**src/rtl/demux_8_reg_pkg.sv**
```systemverilog
// Shared constants and lane state type for the 8-lane write-side demux.
// Also holds the popcount helper used by the occupancy counter.
package demux_8_reg_pkg;

  localparam int unsigned NUM_LANES = 8;
  localparam int unsigned SEL_WIDTH = 3;
  localparam int unsigned OCC_WIDTH = 4;

  typedef enum logic {
    LANE_EMPTY = 1'b0,
    LANE_FULL  = 1'b1
  } lane_state_e;

  function automatic logic [OCC_WIDTH-1:0] popcount_lanes(
    input logic [NUM_LANES-1:0] v
  );
    logic [OCC_WIDTH-1:0] cnt;
    cnt = '0;
    for (int unsigned i = 0; i < NUM_LANES; i++) begin
      cnt = cnt + OCC_WIDTH'(v[i]);
    end
    return cnt;
  endfunction

endpackage

```
**src/rtl/demux_8_reg_decoder_3to8.sv**
```systemverilog
// Enabled 3-to-8 one-hot decoder; produces all zeros while disabled.
module decoder_3to8
  import demux_8_reg_pkg::*;
(
  input  logic [SEL_WIDTH-1:0] sel_i,
  input  logic                 en_i,
  output logic [NUM_LANES-1:0] onehot_o
);

  always_comb begin
    onehot_o = '0;
    if (en_i) begin
      onehot_o = NUM_LANES'(1) << sel_i;
    end
  end

endmodule

```
**src/rtl/demux_8_reg.sv**
```systemverilog
// Steers one source word into one of 8 holding lanes with per-lane valid flags,
// a valid/ready source handshake and per-lane consume-to-clear.
module demux_8_reg
  import demux_8_reg_pkg::*;
#(
  parameter int unsigned WIDTH = 32
) (
  input  logic                       clock,
  input  logic                       reset,
  input  logic                       in_valid,
  input  logic [SEL_WIDTH-1:0]       in_select,
  input  logic [WIDTH-1:0]           in_data,
  output logic                       in_ready,
  input  logic [NUM_LANES-1:0]       out_consume,
  output logic [NUM_LANES-1:0]       out_valid,
  output logic [NUM_LANES*WIDTH-1:0] out_data,
  output logic [OCC_WIDTH-1:0]       occupancy
);

  lane_state_e          lane_q [NUM_LANES];
  lane_state_e          lane_d [NUM_LANES];
  logic [WIDTH-1:0]     data_q [NUM_LANES];
  logic [WIDTH-1:0]     data_d [NUM_LANES];
  logic [OCC_WIDTH-1:0] occ_q;
  logic [OCC_WIDTH-1:0] occ_d;
  logic [NUM_LANES-1:0] wr_stb;
  logic [NUM_LANES-1:0] clr_eff;
  logic                 fill_empty;

  always_comb begin
    out_valid = '0;
    out_data  = '0;
    for (int unsigned i = 0; i < NUM_LANES; i++) begin
      out_valid[i]               = (lane_q[i] == LANE_FULL);
      out_data[i*WIDTH +: WIDTH] = data_q[i];
    end
  end

  assign occupancy = occ_q;

  // A lane being drained this cycle can take a new word in the same cycle.
  assign in_ready = ~out_valid[in_select] | out_consume[in_select];

  decoder_3to8 u_dec (
    .sel_i    (in_select),
    .en_i     (in_valid & in_ready),
    .onehot_o (wr_stb)
  );

  // A write on a lane overrides a same-cycle consume of that lane.
  assign clr_eff    = out_consume & out_valid & ~wr_stb;
  assign fill_empty = |(wr_stb & ~out_valid);

  always_comb begin
    for (int unsigned i = 0; i < NUM_LANES; i++) begin
      lane_d[i] = lane_q[i];
      data_d[i] = data_q[i];
      if (wr_stb[i]) begin
        lane_d[i] = LANE_FULL;
        data_d[i] = in_data;
      end else if (clr_eff[i]) begin
        lane_d[i] = LANE_EMPTY;
      end
    end
    occ_d = occ_q + OCC_WIDTH'(fill_empty) - popcount_lanes(clr_eff);
  end

  always_ff @(posedge clock) begin
    if (!reset) begin
      for (int unsigned i = 0; i < NUM_LANES; i++) begin
        lane_q[i] <= LANE_EMPTY;
        data_q[i] <= '0;
      end
      occ_q <= '0;
    end else begin
      for (int unsigned i = 0; i < NUM_LANES; i++) begin
        lane_q[i] <= lane_d[i];
        data_q[i] <= data_d[i];
      end
      occ_q <= occ_d;
    end
  end

endmodule

```
**config.mk**
```make
export PLATFORM = sky130hd
export DESIGN_NAME = demux_8_reg
export DESIGN_NICKNAME = d
export VERILOG_FILES = /design/src/rtl/demux_8_reg_pkg.sv /design/src/rtl/demux_8_reg_decoder_3to8.sv /design/src/rtl/demux_8_reg.sv
export SDC_FILE = /design/constraint.sdc
export NUM_CORES = 1
export LEC_CHECK = 0
export BUFFER_PORTS_ARGS = -buffer_cell sky130_fd_sc_hd__buf_2
export CAP_MARGIN = 20
export CORE_AREA = 10 10 175 177
export CTS_BUF_LIST = sky130_fd_sc_hd__clkbuf_4 sky130_fd_sc_hd__clkbuf_8 sky130_fd_sc_hd__clkbuf_16
export DETAILED_ROUTE_END_ITERATION = 8
export DIE_AREA = 0 0 185 187
export PLACE_DENSITY = 0.75
export RECOVER_POWER = 100
export SLEW_MARGIN = 20
export SYNTH_ARGS = -nofsm -noshare
export SYNTH_HDL_FRONTEND = slang
export SYNTH_HIERARCHICAL = 1
export SYNTH_SLANG_ARGS = --single-unit
```
**constraint.sdc**
```tcl
create_clock -name clock -period 4.21 [get_ports clock]
set_input_delay 0.2105 -clock clock [delete_from_list [all_inputs] [get_ports clock]]
set_output_delay 0.2105 -clock clock [all_outputs]
set_load 0.03 [all_outputs]
```
==> flow_summary.yaml <==
status:
  outcome: "finished, violations left"
  violations: "setup timing"
pwr:
  ir_worst_vdd_v: 0.000324
  p_leak_nw: 4.32
  power_density_nw_per_um2: 434
  power.total_mw: 5.72
drt:
  antenna_left: 0
  drt_iter0_drc: 355
  wl_met2_mm: 14.6
  via_per_inst: 4.79
  met3RoutedLength_mm: 2.62
  top_layer: "met4"
  drtPass1Iterations: 4
  num_vias: 7669
  wl_per_cell_um: 19.5
  wl_met1_mm: 13.2
  drc_errors: 0
  drt-total-wl_mm: 31.2
clocking:
  cts.clk_slew.worst_paths_ns: 0.06
  clock_sinks: 268
  worstSkewPairLatency_ns: 0.55
  h-tree-depth: 1
  clockRootBuffer: "clkbuf_16"
  clk_path_buf_depth: 3
  numCtsBuffers: 28
  cts_tree: "yes"
yosys:
  synthTopCellsByArea: "dfxtp_1 (50%), mux2i_1 (24%), nor2b_1 (15%), clkbuf_1 (2.0%), buf_2 (1.5%)"
  yosysSeqAreaShare: 0.503
  ys_ff_latch: 268
  synth_edf_count: 0
  avgSynthCellArea_um2: 11.1
  ys_top_cells_by_count: "dfxtp_1 (268), nor2b_1 (262), mux2i_1 (256)"
  synthCells: 960
  synth_cell_types: 39
  synth_ff_type: "dfxtp_1"
  ys_warn_count: 6
  synthArstFlopShare: 0
  yosysMostFrequentCell: "dfxtp_1"
  synth_area_um2: 10700
  yosysTopAreaCellShare: 0.503
  synth_top_area_cell: "dfxtp_1"
  synth.net_count: 1019
finish:
  multi_input_area_um2: 4930
  final_area_um2: 13200
  fillers: 2611
  seqCellArea_um2: 5390
  antenna_cells: 0
  drive_gt1_frac: 0.130
  areaGrowthSynthToFinish_pct: 23.8
  finalNetCount: 1293
sta:
  max_freq_mhz: 235
  slew_viol_final: 0
  tightest_slew_ns: 0.873
  finalSetupViolations: 1
  whs_ns: 0.0224
  min_period_ns: 4.26
  rsz0062_at_grt: "true"
  finalSetupTns_ns: -0.0507
  finalCritPeriodShare: 1.01
  skew_ns: 0.0166
  hold_violations: 0
  max_slew_margin: 0.418
  setup_ws_ns: -0.0507
global_route:
  grt_max_degree: 148
  grt_pass1_wl_mm: 47.3
  grt-ovfl-total: 0
  first_global_vias: 7954
  antenna_found_initial: 0
  grt_usage: 0.171
critical_path:
  r2r_start: "lane_q[1][3]"
  r2r_slack_ns: -0.05
  startpoint_type: "flop"
  crit_end: "occupancy[3]"
  cp.required_ns: 4.64
  endpoint_kind: "flop"
  critPathMaxFanout: 6
  r2r-end: "occupancy[3]"
  crit_start: "lane_q[1][3]"
  r2r_cells: 18
  path_class: "reg -> reg"
  cp.arrival_ns: 4.69
floorplan:
  rows: 61
  ios: 315
  dieWidth_um: 185
  die_area_um2: 34600
  die_h_um: 187
  core-area_um2: 27300
  start_util: 0.390
place:
  post-dp-hpwl_mm: 21.0
  placed_area_um2: 12500
  port_buffers: 314
  gp_congestion: 0.809
min_path:
  hp-class: "in -> reg"
flow_run:
  maxCapViolations: 0
layout by cell type (no fill, tap or decap), types with 7 or more instances in the layout:
cell type and n:
buf_2 46, clkbuf_16 29, dfxtp_1 260, inv_1 8, nor2b_1 258, inv_2 7
clkbuf_8 7, mux2i_1 256, clkbuf_1 267, buf_4 24
logic make-up (layout without fill, tap and decap cells):
family          count (synthesis)  after routing  share of synthesized area
compound gates                 18             18                     0.0137
mux                           257            257                      0.242
flops                         268            268                      0.503
simple gates                  290            290                      0.174
fa+ha+maj                      13             13                     0.0195
xor+xnor                        3              3                    0.00246
buf+inv                       111            406                     0.0447
how the worst min path moves through the flow:
stage,start,end,depth (start not counted)
2_1_floorplan,out_consume[0],lane_q[0][0],2
3_3_place_gp,data_q[0][103],data_q[0][103],2
3_5_place_dp,data_q[1][34],data_q[1][34],2
4_1_cts,out_consume[0],lane_q[0][0],3
5_1_grt,out_consume[7],lane_q[1][3],3
6_report,out_consume[7],lane_q[1][3],3
what timing repair did:
item                                    in CTS  in global routing
resized for setup                            1                 10
hold buffers                                 1                  0
endpoints found under the setup margin       1                  1
hold endpoints to repair                     1                  0
buffers inserted                             0                  2
pin swaps                                    0                  8
layer usage:
layer / GRT usage / vias up
met5: 0 / -
met4: 0.0513 / 0
met3: 0.0571 / 54
met2: 0.282 / 257
met1: 0.205 / 3650
li1: - / 3708
report_power, final:
group          total, mW  internal (mW)  switching (mW)
Sequential          2.64           2.60          0.0393
Combinational      0.581          0.204           0.377
Clock               2.50           1.48            1.02
sequential cells by signal, indices dropped and copies added, names as in the netlist:
register,cells
occupancy,4
data_q,256
lane_q,8
worst max-delay path: stages, from the launching register on:
cell      delay [ns]
dfxtp_4         0.34
nor2b_4         0.12
mux4_2          0.52
o211ai_4        0.25
and4bb_2        0.28
inv_2           0.04
and3_4          0.14
fa_1            0.47
inv_1           0.07
ha_2            0.16
inv_2           0.04
fa_2            0.36
fa_1            0.53
inv_2           0.05
ha_4            0.22
ha_4            0.15
xor2_1          0.16
xnor2_1         0.12
and2_1          0.15
per-stage QoR:
stage                     cells  utilization  setup WS [ns]
after global routing       1601        0.483         -0.189
after floorplan             960            -        0.00380
after detailed placement   1547        0.458        -0.0960
after CTS                  1599        0.493        -0.0412
after global placement     1547        0.458       -0.00418
final                      1601        0.483        -0.0507
cell type report:
| class | instances | area share |
|---|---|---|
| flip-flops and latches | 268 | 0.408 |
| inverters | 16 | 0.00455 |
| repair buffers | 339 | 0.109 |
| clock buffers | 41 | 0.0651 |
| clock inverters | 10 | 0.00730 |
| well taps | 346 | 0.0328 |
| multi-input cells | 581 | 0.374 |
Power figures use the tool's default switching activity.
